==> src/rtl/bn_stream_sequencer.sv <==
// rtl/bn_stream_sequencer.sv - HWC frame sequencer feeding the batch-norm datapath with per-channel param reads.
// Optional macro BN_STALL_CNT_EN adds the stall_cnt output.
module bn_stream_sequencer #(
  parameter int DW      = 16,
  parameter int H       = 256,
  parameter int W       = 256,
  parameter int FILTERS = 64,
  localparam int CW     = (FILTERS > 1) ? $clog2(FILTERS) : 1
) (
  input  logic          clk,
  input  logic          rst_n,
  input  logic          start,
  output logic          busy,
  output logic          done,
  input  logic          in_valid,
  output logic          in_ready,
  input  logic [DW-1:0] in_data,
  output logic          param_re,
  output logic [CW-1:0] param_addr,
`ifdef BN_STALL_CNT_EN
  output logic [31:0]   stall_cnt,
`endif
  output logic          dp_valid,
  input  logic          dp_ready,
  output logic [DW-1:0] dp_data,
  output logic [CW-1:0] dp_ch,
  output logic          dp_last
);

  localparam int CLW = (W > 1) ? $clog2(W) : 1;
  localparam int RW  = (H > 1) ? $clog2(H) : 1;
  localparam logic [CW-1:0]  CH_MAX  = CW'(FILTERS - 1);
  localparam logic [CLW-1:0] COL_MAX = CLW'(W - 1);
  localparam logic [RW-1:0]  ROW_MAX = RW'(H - 1);

  typedef enum logic [1:0] {IDLE, RUN, DRAIN, DONE} state_t;

  state_t         state, state_nxt;
  logic [CW-1:0]  ch;
  logic [CLW-1:0] col;
  logic [RW-1:0]  row;
  logic           accept;
  logic           frame_end;

  assign frame_end  = (ch == CH_MAX) && (col == COL_MAX) && (row == ROW_MAX);
  assign in_ready   = (state == RUN) && (!dp_valid || dp_ready);
  assign accept     = in_valid && in_ready;
  assign param_re   = accept;
  assign param_addr = ch;
  assign busy       = (state == RUN) || (state == DRAIN);
  assign done       = (state == DONE);

  always_ff @(posedge clk or negedge rst_n) begin
    if (!rst_n) begin
      state <= IDLE;
    end else begin
      state <= state_nxt;
    end
  end

  always_comb begin
    state_nxt = state;
    unique case (state)
      IDLE:    if (start) state_nxt = RUN;
      RUN:     if (accept && frame_end) state_nxt = DRAIN;
      DRAIN:   if (dp_valid && dp_ready) state_nxt = DONE;
      DONE:    state_nxt = IDLE;
      default: state_nxt = IDLE;
    endcase
  end

  // Channel is the fastest-moving index; col and row carry from it.
  always_ff @(posedge clk or negedge rst_n) begin
    if (!rst_n) begin
      ch  <= '0;
      col <= '0;
      row <= '0;
    end else if (state == IDLE && start) begin
      ch  <= '0;
      col <= '0;
      row <= '0;
    end else if (accept) begin
      if (ch == CH_MAX) begin
        ch <= '0;
        if (col == COL_MAX) begin
          col <= '0;
          row <= (row == ROW_MAX) ? '0 : row + 1'b1;
        end else begin
          col <= col + 1'b1;
        end
      end else begin
        ch <= ch + 1'b1;
      end
    end
  end

  // The output register only loads on accept, so a stall never re-reads the param RAM.
  always_ff @(posedge clk or negedge rst_n) begin
    if (!rst_n) begin
      dp_valid <= 1'b0;
      dp_data  <= '0;
      dp_ch    <= '0;
      dp_last  <= 1'b0;
    end else if (accept) begin
      dp_valid <= 1'b1;
      dp_data  <= in_data;
      dp_ch    <= ch;
      dp_last  <= frame_end;
    end else if (dp_ready) begin
      dp_valid <= 1'b0;
    end
  end

`ifdef BN_STALL_CNT_EN
  always_ff @(posedge clk or negedge rst_n) begin
    if (!rst_n) begin
      stall_cnt <= '0;
    end else if (state == IDLE && start) begin
      stall_cnt <= '0;
    end else if (busy && dp_valid && !dp_ready && stall_cnt != 32'hFFFF_FFFF) begin
      stall_cnt <= stall_cnt + 32'd1;
    end
  end
`endif

endmodule

==> config.mk <==
export PLATFORM = sky130hd
export DESIGN_NAME = bn_stream_sequencer
export DESIGN_NICKNAME = d
export VERILOG_FILES = /design/src/rtl/bn_stream_sequencer.sv
export SDC_FILE = /design/constraint.sdc
export NUM_CORES = 1
export LEC_CHECK = 0
export CAP_MARGIN = 10
export CORE_ASPECT_RATIO = 0.75
export CORE_MARGIN = 2
export CORE_UTILIZATION = 53
export DETAILED_ROUTE_END_ITERATION = 16
export HOLD_SLACK_MARGIN = 0.08
export PLACE_DENSITY = 0.85
export SETUP_SLACK_MARGIN = 0.1
export SLEW_MARGIN = 20
export SYNTH_ARGS = -nofsm -noshare
export SYNTH_HDL_FRONTEND = slang
export SYNTH_SLANG_ARGS = --single-unit
==> constraint.sdc <==
create_clock -name clk -period 5.65 [get_ports clk]
set_input_delay 1.13 -clock clk [delete_from_list [all_inputs] [get_ports clk]]
set_output_delay 1.13 -clock clk [all_outputs]
set_load 0.1 [all_outputs]
Word level (Yosys, flattened, before mapping). Cells that the tools add are included.

Equality and inequality tests: 9. Reduce and logical (&&, ||, !) cells: 18. Muxes and demuxes: 18. $add $sub $neg: 3.

Operators by type and width (number): $mux 8 (9); $mux 6 (3); $add 8x1->8 const B (2); $eq 8x8->1 const B (2); $pmux 2 s4 (1); $reduce_bool 2->1 (4); $logic_and 1x1->1 (7); $add 6x1->6 const B (1); $eq 6x6->1 const B (1); $mux 2 (3); $reduce_and 3->1 (2); $eq 2x2->1 const B (2); $ne 2x1->1 const B (2); $eq 2x1->1 const B (1); $logic_not 2->1 (1); $logic_or 1x1->1 (2); $mux 1 (2); $ne 2x2->1 const B (1); $reduce_and 2->1 (1); $logic_not 1->1 (1).

Logic and storage cells: 56. Output and inout bits: 34. Flip-flop bits (word level): 48. Bits of input ports: 21.

Longest topological paths before layout. Gate-level depths: netlist of run 1.

Depth in word-level cells: 7. Gate-level depth with buffers: 8. Gate-level depth less buffers: 7.

Worst setup path before layout of run 1. OpenSTA, ideal clock, no wires.

Path type: input to output. Start point: input dp_ready. End point: output param_re. Buffers on the path: 2. Stages: 5. Arrival time: 2.955 ns. Required time: 4.520 ns. Slack: 1.565 ns. Cell sequence: nand2b_1 -> nand3_1 -> clkinv_1 -> clkbuf_1 -> buf_1.

Word-level cells in the longest chain between the ends: 3.

Ends and longest elaborated chain: from (decl) (line 24) `input logic dp_ready,`; $logic_or 1x1->1 (line 46) `assign in_ready = (state == RUN) && (!dp_valid || dp_ready);`; $logic_and 1x1->1 (line 46); $logic_and 1x1->1 (line 47) `assign accept = in_valid && in_ready;`; to (decl) (line 18) `output logic param_re,`.

Every way passes these cells.

Final worst setup path of run 1.
Start point: input dp_ready. End point: output in_ready.

Word-level cells in the longest chain between the ends: 2.

Ends and longest elaborated chain: $logic_or 1x1->1 (line 46); $logic_and 1x1->1 (line 46); to (decl) (line 16) `output logic in_ready,`.

Every way passes these cells.

==> impl_metrics.ini, run 1 <==
[cts]
clk_pin_slew_worst_paths_ps = 90
worst_skew_pair.late_latency_ps = 310
numCtsBuffers = 5
post_cts_buffers = 0
cts_hold_buffers = 0
cts_tree = built
clockRootBuffer = clkbuf_8
cts.sinks = 48
cts_buffer_depth = 2
cts_resized = 0
htreeDepth = 2

[final_layout]
drive_above_1_share_pct = 6.73
finalNonFillerCells = 352
layout.nets = 325
final_common_cell = nand2_1
stdcell_area_sq_um = 2960
mostFrequentLayoutCells = nand2_1 (84), clkdlybuf4s50_1 (52), dfrtp_1 (48)
antenna_cells = 0
nFillCells = 303
areaGrowthSynthToFinish_pct = 30.8

[sta]
rsz0062_at_grt = false
clock_skew_ps = 5.76
fin_hold_ws_ps = 482
hold_viol = 0
fmax_mhz = 242
worstMarginPinSlew_ps = 1000
slew_viol_final = 0
setup_violations = 0
period_share_pct = 73.2
fin_crit_ps = 4140
setup-tns-final_ps = 0
slew_headroom_pct = 33.1
setup_ws_ps = 1510

[floorplanning]
dieWidth_microns = 79.4
initial_core_util_pct = 55.5
dieArea_sq_um = 4810
core_area_sq_um = 4080
rows = 20
io_pins = 55
fp.dieH_microns = 60.6

[power]
p_leak_nw = 1.44
pwr-share-seq_pct = 36.0
pwr_density_cell_nw_per_um2 = 409
sw_frac_of_total_pct = 49.5
power_frac_clock_pct = 18.1
vdd_ir_drop_max_v = 0.000305
power.internal_w = 0.000610
combPwrFrac_pct = 46.0
switchingPower_w = 0.000599

[synth]
syn_area_sq_um = 2260
netlist_instances = 242
avgSynthCellArea_sq_um = 9.35
synth_enable_flop_cells = 0
yosys_warnings = 0
ys_seq_elements = 48
synth_nets = 271
synth_top_area_cell = dfrtp_1
synth-main-ff-cell = dfrtp_1
yosys.area.top_type_share_pct = 53.1
synth_cell_type_count = 34
ys_async_sr_fraction_pct = 100
seq_area_frac_synth_pct = 53.1
synth.area.top_cells = dfrtp_1 (53%), nand2_1 (14%), ha_1 (4.4%)

[place]
port_buffers = 54
dpl_cell_area_sq_um = 2860
pre_cts_slack_ps = 1510
place_congestion = 0.815
dp_cells = 344
dp_hpwl_microns = 3290

[routing]
vias_per_cell = 5.39
vias = 1896
wl_microns = 4900
dr.pass1.iters = 5
ant_nets = 0
remaining_drc_errors = 0
wl_per_cell_microns = 13.9
drt_iter0_drc = 121

[global_route]
grt_usage_pct = 23.1
grtUsageMet3_pct = 8.18
busiest_layer = met2
grt_pass1_wl_microns = 8540
grt_max_degree = 49
antenna_found_initial = 0
gr-usage-met1_pct = 30.8
grt_pass1_vias = 1909
grt_overflow = 0
globalRouteMet2Util_pct = 35.8

[worst_setup_path]
critPathArrivalTime_ps = 3010
critPathKind = input port to output pin
crit_required_ps = 4520
cp_max_fo = 3
end_kind = output pin
crit_path_start_kind = input port

[flow_run]
maxCapViolations = 0

[min_path]
hold_path.class = flop to flop

[run_status]
outcome = finished clean
==> per-layer routing <==
| metal | up-vias | share of wire (%) |
|---|---|---|
| met2 | 49 | 44 |
| met4 | 0 | 1.4 |
| met1 | 917 | 47 |
| met3 | 8 | 7.3 |
| met5 | - | 0 |
| li1 | 922 | - |
==> synth_stat cells (2+ instances only) <==
cell      count
a21oi_1       8
a311oi_1      3
a32o_1        2
and2_1        3
and3_1        6
and4_4        2
clkbuf_1      8
dfrtp_1      48
ha_1          8
inv_1         3
mux2i_1       3
nand2_1      84
nand2b_1      2
nand3_1       7
nand3b_1      2
nand4_1       5
nor2_1       15
nor3_1        6
nor4_1        4
o21ai_0       2
xnor2_1       3
xor2_1        6
==> through the flow <==
stage / utilization, % / total power (W)
finish: 72.5 / 0.00121
CTS: 72.5 / 0.00122
global route: 72.5 / 0.00126
floorplan: - / 0.000850
global placement: 70.1 / 0.000991
detailed placement: 70.1 / 0.000997
==> final timing paths <==
kind                            startpoint  endpoint  slack, ps  depth (start not counted)
worst max-delay path              dp_ready  in_ready       1510                          4
worst min-delay path              dp_ch[4]  dp_ch[4]        480                          2
worst max register to register    state[1]  state[1]       2830                          6
worst min register to register    dp_ch[4]  dp_ch[4]        480                          2
max in group asynchronous            rst_n  dp_ch[0]       4430                          1
min in group asynchronous            rst_n    row[7]        820                          1
==> state kept, by name (all words and copies together) (netlist names) <==
register / count
dp_ch: 6
dp_valid: 1
dp_data: 16
col: 8
param_addr: 6
state: 2
row: 8
dp_last: 1
==> kinds of logic (layout without fill, tap and decap cells) <==
| group | Yosys count | count (layout) | share of synthesized area, % |
|---|---|---|---|
| AO/OA/AOI/OAI | 17 | 17 | 5.09 |
| XOR/XNOR | 9 | 9 | 3.48 |
| adder cells (fa/ha/maj) | 8 | 8 | 4.42 |
| buffers and inverters | 13 | 68 | 2.16 |
| flip-flops | 48 | 48 | 53.1 |
| multiplexers | 4 | 4 | 1.83 |
| AND/OR/NAND/NOR | 143 | 143 | 29.9 |
==> critical path, cell delays in order <==
cell and delay, ps:
clkdlybuf4s50_1 470, nand2b_1 130, and2_1 140, clkdlybuf4s50_1 1130
==> power groups by stage <==
stage / clock [W] / sequential, W / combinational (W)
floorplan: 0 / 0.000780 / 0.0000699
global placement: 0 / 0.000437 / 0.000554
detailed placement: 0 / 0.000440 / 0.000557
CTS: 0.000221 / 0.000436 / 0.000559
global route: 0.000236 / 0.000442 / 0.000580
finish: 0.000219 / 0.000435 / 0.000556
==> area by class of cell <==
type | count | area (sq um) | area share, %
Clock inverter | 2 | 15.0 | 0.508
Clock buffer | 6 | 82.6 | 2.79
Tap cell | 55 | 68.8 | 2.33
Inverter | 4 | 15.0 | 0.508
Timing Repair Buffer | 56 | 563 | 19.0
Sequential cell | 48 | 1200 | 40.6
Multi-Input combinational cell | 181 | 1010 | 34.2
Power figures use the tool's default switching activity.
==> run 2: changes to the inputs <==
CORE_UTILIZATION = 49   (was 53)
PLACE_DENSITY = 0.79   (was 0.85)
clock period = 4.3 ns   (was 5.65 ns; I/O delays follow)
==> run 2 against run 1 <==
Sequential power increased by 31%. Die area increased by 7.7%. First-iteration DRC count increased by 19%. Global-route usage decreased by 1.2 points. Non-clock buffer count increased by 2. Via count increased by 0.26%. Combinational power increased by 32%. Critical path depth increased by 2.
==> impl_metrics.ini, run 2 (synthesis results as in run 1) <==
[run_status]
outcome = finished clean

[worst_setup_path]
critPathKind = input port to output pin
cp_max_fo = 14
crit_required_ps = 3440
crit_path_start_kind = input port
critPathArrivalTime_ps = 2470
end_kind = output pin

[min_path]
hold_path.class = flop to flop

[global_route]
antenna_found_initial = 0
grt_pass1_vias = 1850
grt_overflow = 0
grt_pass1_wl_microns = 8710
grt_max_degree = 49
grt_usage_pct = 22.0

[final_layout]
drive_above_1_share_pct = 7.05
largest_reg_flops = 16
areaGrowthSynthToFinish_pct = 30.5
multi_input_area_sq_um = 1010
postLayoutCoreUtil_pct = 66.5
largestRegisters = dp_data x16, col x8, row x8
top_register = dp_data
layout.nets = 327
final_common_cell = nand2_1
stdcell_area_sq_um = 2950
regArea_sq_um = 1200
mostFrequentLayoutCells = nand2_1 (84), clkdlybuf4s50_1 (51), dfrtp_1 (48)
nFillCells = 359
antenna_cells = 0

[place]
place_congestion = 0.781
dpl_cell_area_sq_um = 2870
dp_hpwl_microns = 3550
port_buffers = 54

[floorplanning]
fp.dieH_microns = 62.8
core_area_sq_um = 4440
rows = 21
dieArea_sq_um = 5180
dieWidth_microns = 82.5
initial_core_util_pct = 50.9
io_pins = 55

[cts]
clk_pin_slew_worst_paths_ps = 80
cts.sinks = 48
post_cts_buffers = 0
clockRootBuffer = clkbuf_8
cts_hold_buffers = 0
numCtsBuffers = 5
cts_tree = built
cts_buffer_depth = 2
cts_resized = 0
htreeDepth = 2
worst_skew_pair.late_latency_ps = 300

[sta]
period_share_pct = 77.5
fmax_mhz = 300
setup_violations = 0
slew_headroom_pct = 33.2
worstMarginPinSlew_ps = 999
fin_crit_ps = 3330
slew_viol_final = 0
hold_viol = 0
fin_hold_ws_ps = 482
setup-tns-final_ps = 0
clock_skew_ps = 5.36
rsz0062_at_grt = false

[power]
vdd_ir_drop_max_v = 0.000575
sw_frac_of_total_pct = 49.6
p_leak_nw = 1.45
pwr-share-seq_pct = 36.6
combPwrFrac_pct = 47.1
power.internal_w = 0.000783
pwr_density_cell_nw_per_um2 = 527
power_frac_clock_pct = 16.3
switchingPower_w = 0.000772

[routing]
vias = 1901
vias_per_cell = 5.35
dr.pass1.iters = 4
wl_per_cell_microns = 14.5
drt_iter0_drc = 144
remaining_drc_errors = 0
wl_microns = 5140
ant_nets = 0

[flow_run]
maxCapViolations = 0
run 2: cell count changes in the layout (fill, tap and decap cells not counted), sizes merged:
cell / before / now
clkdlybuf4s50: 52 / 51
buf: 4 / 7
clkinv: 1 / 2
clkinvlp: 2 / 0
run 2: metal layers:
metal	global-route usage [%]	part of all wire [%]	up-vias
met2	32.7	46	64
met3	5.49	6.2	6
met5	0	0	-
li1	-	-	926
met1	31.0	47	905
met4	7.92	1.2	0
run 2: through the flow:
step	std cells	setup slack, ps	power, W
floorplan	242	751	0.00112
global placement	348	944	0.00131
detailed placement	348	902	0.00131
CTS	355	958	0.00156
global route	355	816	0.00162
finish	355	968	0.00156
run 2: path summary, 6_finish.rpt:
| path | startpoint | endpoint | slack [ps] | cells after the start |
|---|---|---|---|---|
| worst min register to register | dp_last | dp_last | 480 | 2 |
| worst max-delay path | dp_ready | param_re | 970 | 6 |
| min in group asynchronous | rst_n | dp_data[5] | 550 | 1 |
| worst min-delay path | dp_last | dp_last | 480 | 2 |
| worst max register to register | state[1] | state[1] | 1660 | 6 |
| max in group asynchronous | rst_n | col[2] | 3330 | 1 |
run 2: power by group through the flow:
stage | combinational, W | sequential [W] | clock, W
floorplan | 0.0000919 | 0.00102 | 0
global placement | 0.000729 | 0.000576 | 0
detailed placement | 0.000734 | 0.000577 | 0
CTS | 0.000735 | 0.000569 | 0.000259
global route | 0.000761 | 0.000579 | 0.000281
finish | 0.000732 | 0.000569 | 0.000254
run 2: final cells by class:
class / instances / share of cell area, %
clock buffer: 6 / 2.46
multi-input combinational: 181 / 34.3
tap: 57 / 2.42
sequential: 48 / 40.7
clock inverter: 1 / 0.169
inverter: 4 / 0.508
timing repair buffer: 58 / 19.5
run 2: worst max-delay path, stage by stage:
cell             delay (ps)
clkdlybuf4s50_1         470
nand2b_1                140
nand3_1                 390
buf_4                   340
clkinv_1                 90
buf_12                  170
==> patch, RTL diff (settings of run 2) <==
Re-encode `state_t` (4 states) as Gray code, 2 bits wide.
--- a/src/rtl/bn_stream_sequencer.sv
+++ b/src/rtl/bn_stream_sequencer.sv
@@ -34,5 +34,5 @@
   localparam logic [RW-1:0]  ROW_MAX = RW'(H - 1);
 
-  typedef enum logic [1:0] {IDLE, RUN, DRAIN, DONE} state_t;
+  typedef enum logic [1:0] {IDLE = 2'b00, RUN = 2'b01, DRAIN = 2'b11, DONE = 2'b10} state_t;
 
   state_t         state, state_nxt;
Check against the original RTL: same outputs for any inputs over 10 cycles, from zero or initial values and one cycle with rst_n low; not proved beyond that.
==> patch against run 2 <==
  * Register-to-register slack gained 0.49 ns
  * Sequential power rose by 2%
  * Worst setup slack improved by 0.39 ns
  * Critical path type is now reg2out
  * Area after synthesis shrank 1.3%
  * Design area increased by 0.17%
  * Total power up 11%
  * Die area down 1.3%
  * Synthesized cell count is 2.9% lower
  * Count of clock-buffer cells in the layout shrank 1
  * Largest cell class unchanged
  * Sequential cell count unchanged
  * Highest routed layer unchanged
  * Utilization rose by 0.51 points
  * Wire length down 1.9%
==> patch: results (changes against run 2) <==
[grt]
grt_usage_pct = 21.9  ; was 22.0%
grt_pass1_wl_um = 8630  ; was 8710 µm
grtUsageMet1_pct = 29.8  ; was 31.0%
gr-usage-met3_pct = 4.34  ; was 5.49%
grt_use_met2_pct = 34.1  ; was 32.7%

[detailed_routing]
drt_iter0_markers = 161  ; was 144
viasPerCell = 5.33  ; was 5.35

[clock_tree]
clockBufferDepth = 2  ; unchanged

[final_layout]
drive_above_1_share_pct = 8.68  ; was 7.05%
fin_nets = 312  ; was 327

[yosys]
synthDistinctLibCells = 44  ; was 34
synth-adder-area-share_pct = 1.68  ; was 4.42%
synthesis.nets = 259  ; was 271
synthTopCellsByCount = 78 x nand2_1, 48 x dfrtp_1, 16 x nor2_1  ; was 84 x nand2_1, 48 x dfrtp_1, 15 x nor2_1
synth-xor-area-share_pct = 2.75  ; was 3.48%
synth_mux_area_share_pct = 0.448  ; was 1.83%
yosysSeqAreaShare_pct = 53.8  ; was 53.1%

[critical_path]
cp.arrival_ns = 2.08  ; was 2.47 ns
endpoint = done  ; was param_re
r2r_cells = 7  ; was 6
r2r_slack_ns = 2.15  ; was 1.66 ns
crit_start = state[1]$_DFFE_PN0P_  ; was dp_ready
r2r_end = row[6]$_DFFE_PN0P_  ; was state[1]$_DFFE_PN0P_

[power_and_ir_drop]
cellLeakagePower_nw = 1.37  ; was 1.45 nW
ir_worst_vdd_mv = 0.527  ; was 0.575 mV
pg_clk_uw = 373  ; was 254 µW

[placed_design]
dp_hpwl_um = 3470  ; was 3550 µm
place_ws_ns = 1.22  ; was 0.902 ns
place.gp.congestion = 0.852  ; was 0.781

[sta]
fin_skew_ns = 0.00691  ; was 0.00536 ns
worstMarginPinSlew_ns = 0.985  ; was 0.999 ns

[outcome]
status = finished, final reports clean  ; unchanged

patch: stage by stage:
| step | std cells | instance area [µm²] | power [mW] |
|---|---|---|---|
| after detailed placement | 338 | 2820 | 1.36 |
| final | 345 | 2960 | 1.72 |
| after global routing | 345 | 2960 | 1.79 |
| after global placement | 338 | 2820 | 1.35 |
| after floorplan | 235 | 2230 | 1.16 |
| after CTS | 345 | 2950 | 1.73 |
patch: area by class of cell:
class / instances / area share, %
flip-flops and latches: 48 / 40.6
multi-input cells: 175 / 33.4
repair buffers: 56 / 19.0
well taps: 57 / 2.41
clock buffers: 5 / 2.33
clock inverters: 2 / 2.03
inverters: 2 / 0.296
patch: metal layers:
layer / up-vias / routed length, µm
li1: 901 / -
met2: 34 / 2370
met5: - / 0
met1: 898 / 2450
met4: 0 / 55
met3: 5 / 165
patch: cells by family after synthesis:
kind of cell / count (synthesis)
AOI/OAI and AO/OA: 27
xor gates and xnor gates: 7
adders and majority gates: 3
buffers and inverters: 12
DFF: 48
muxes: 1
and+or+nand+nor: 137
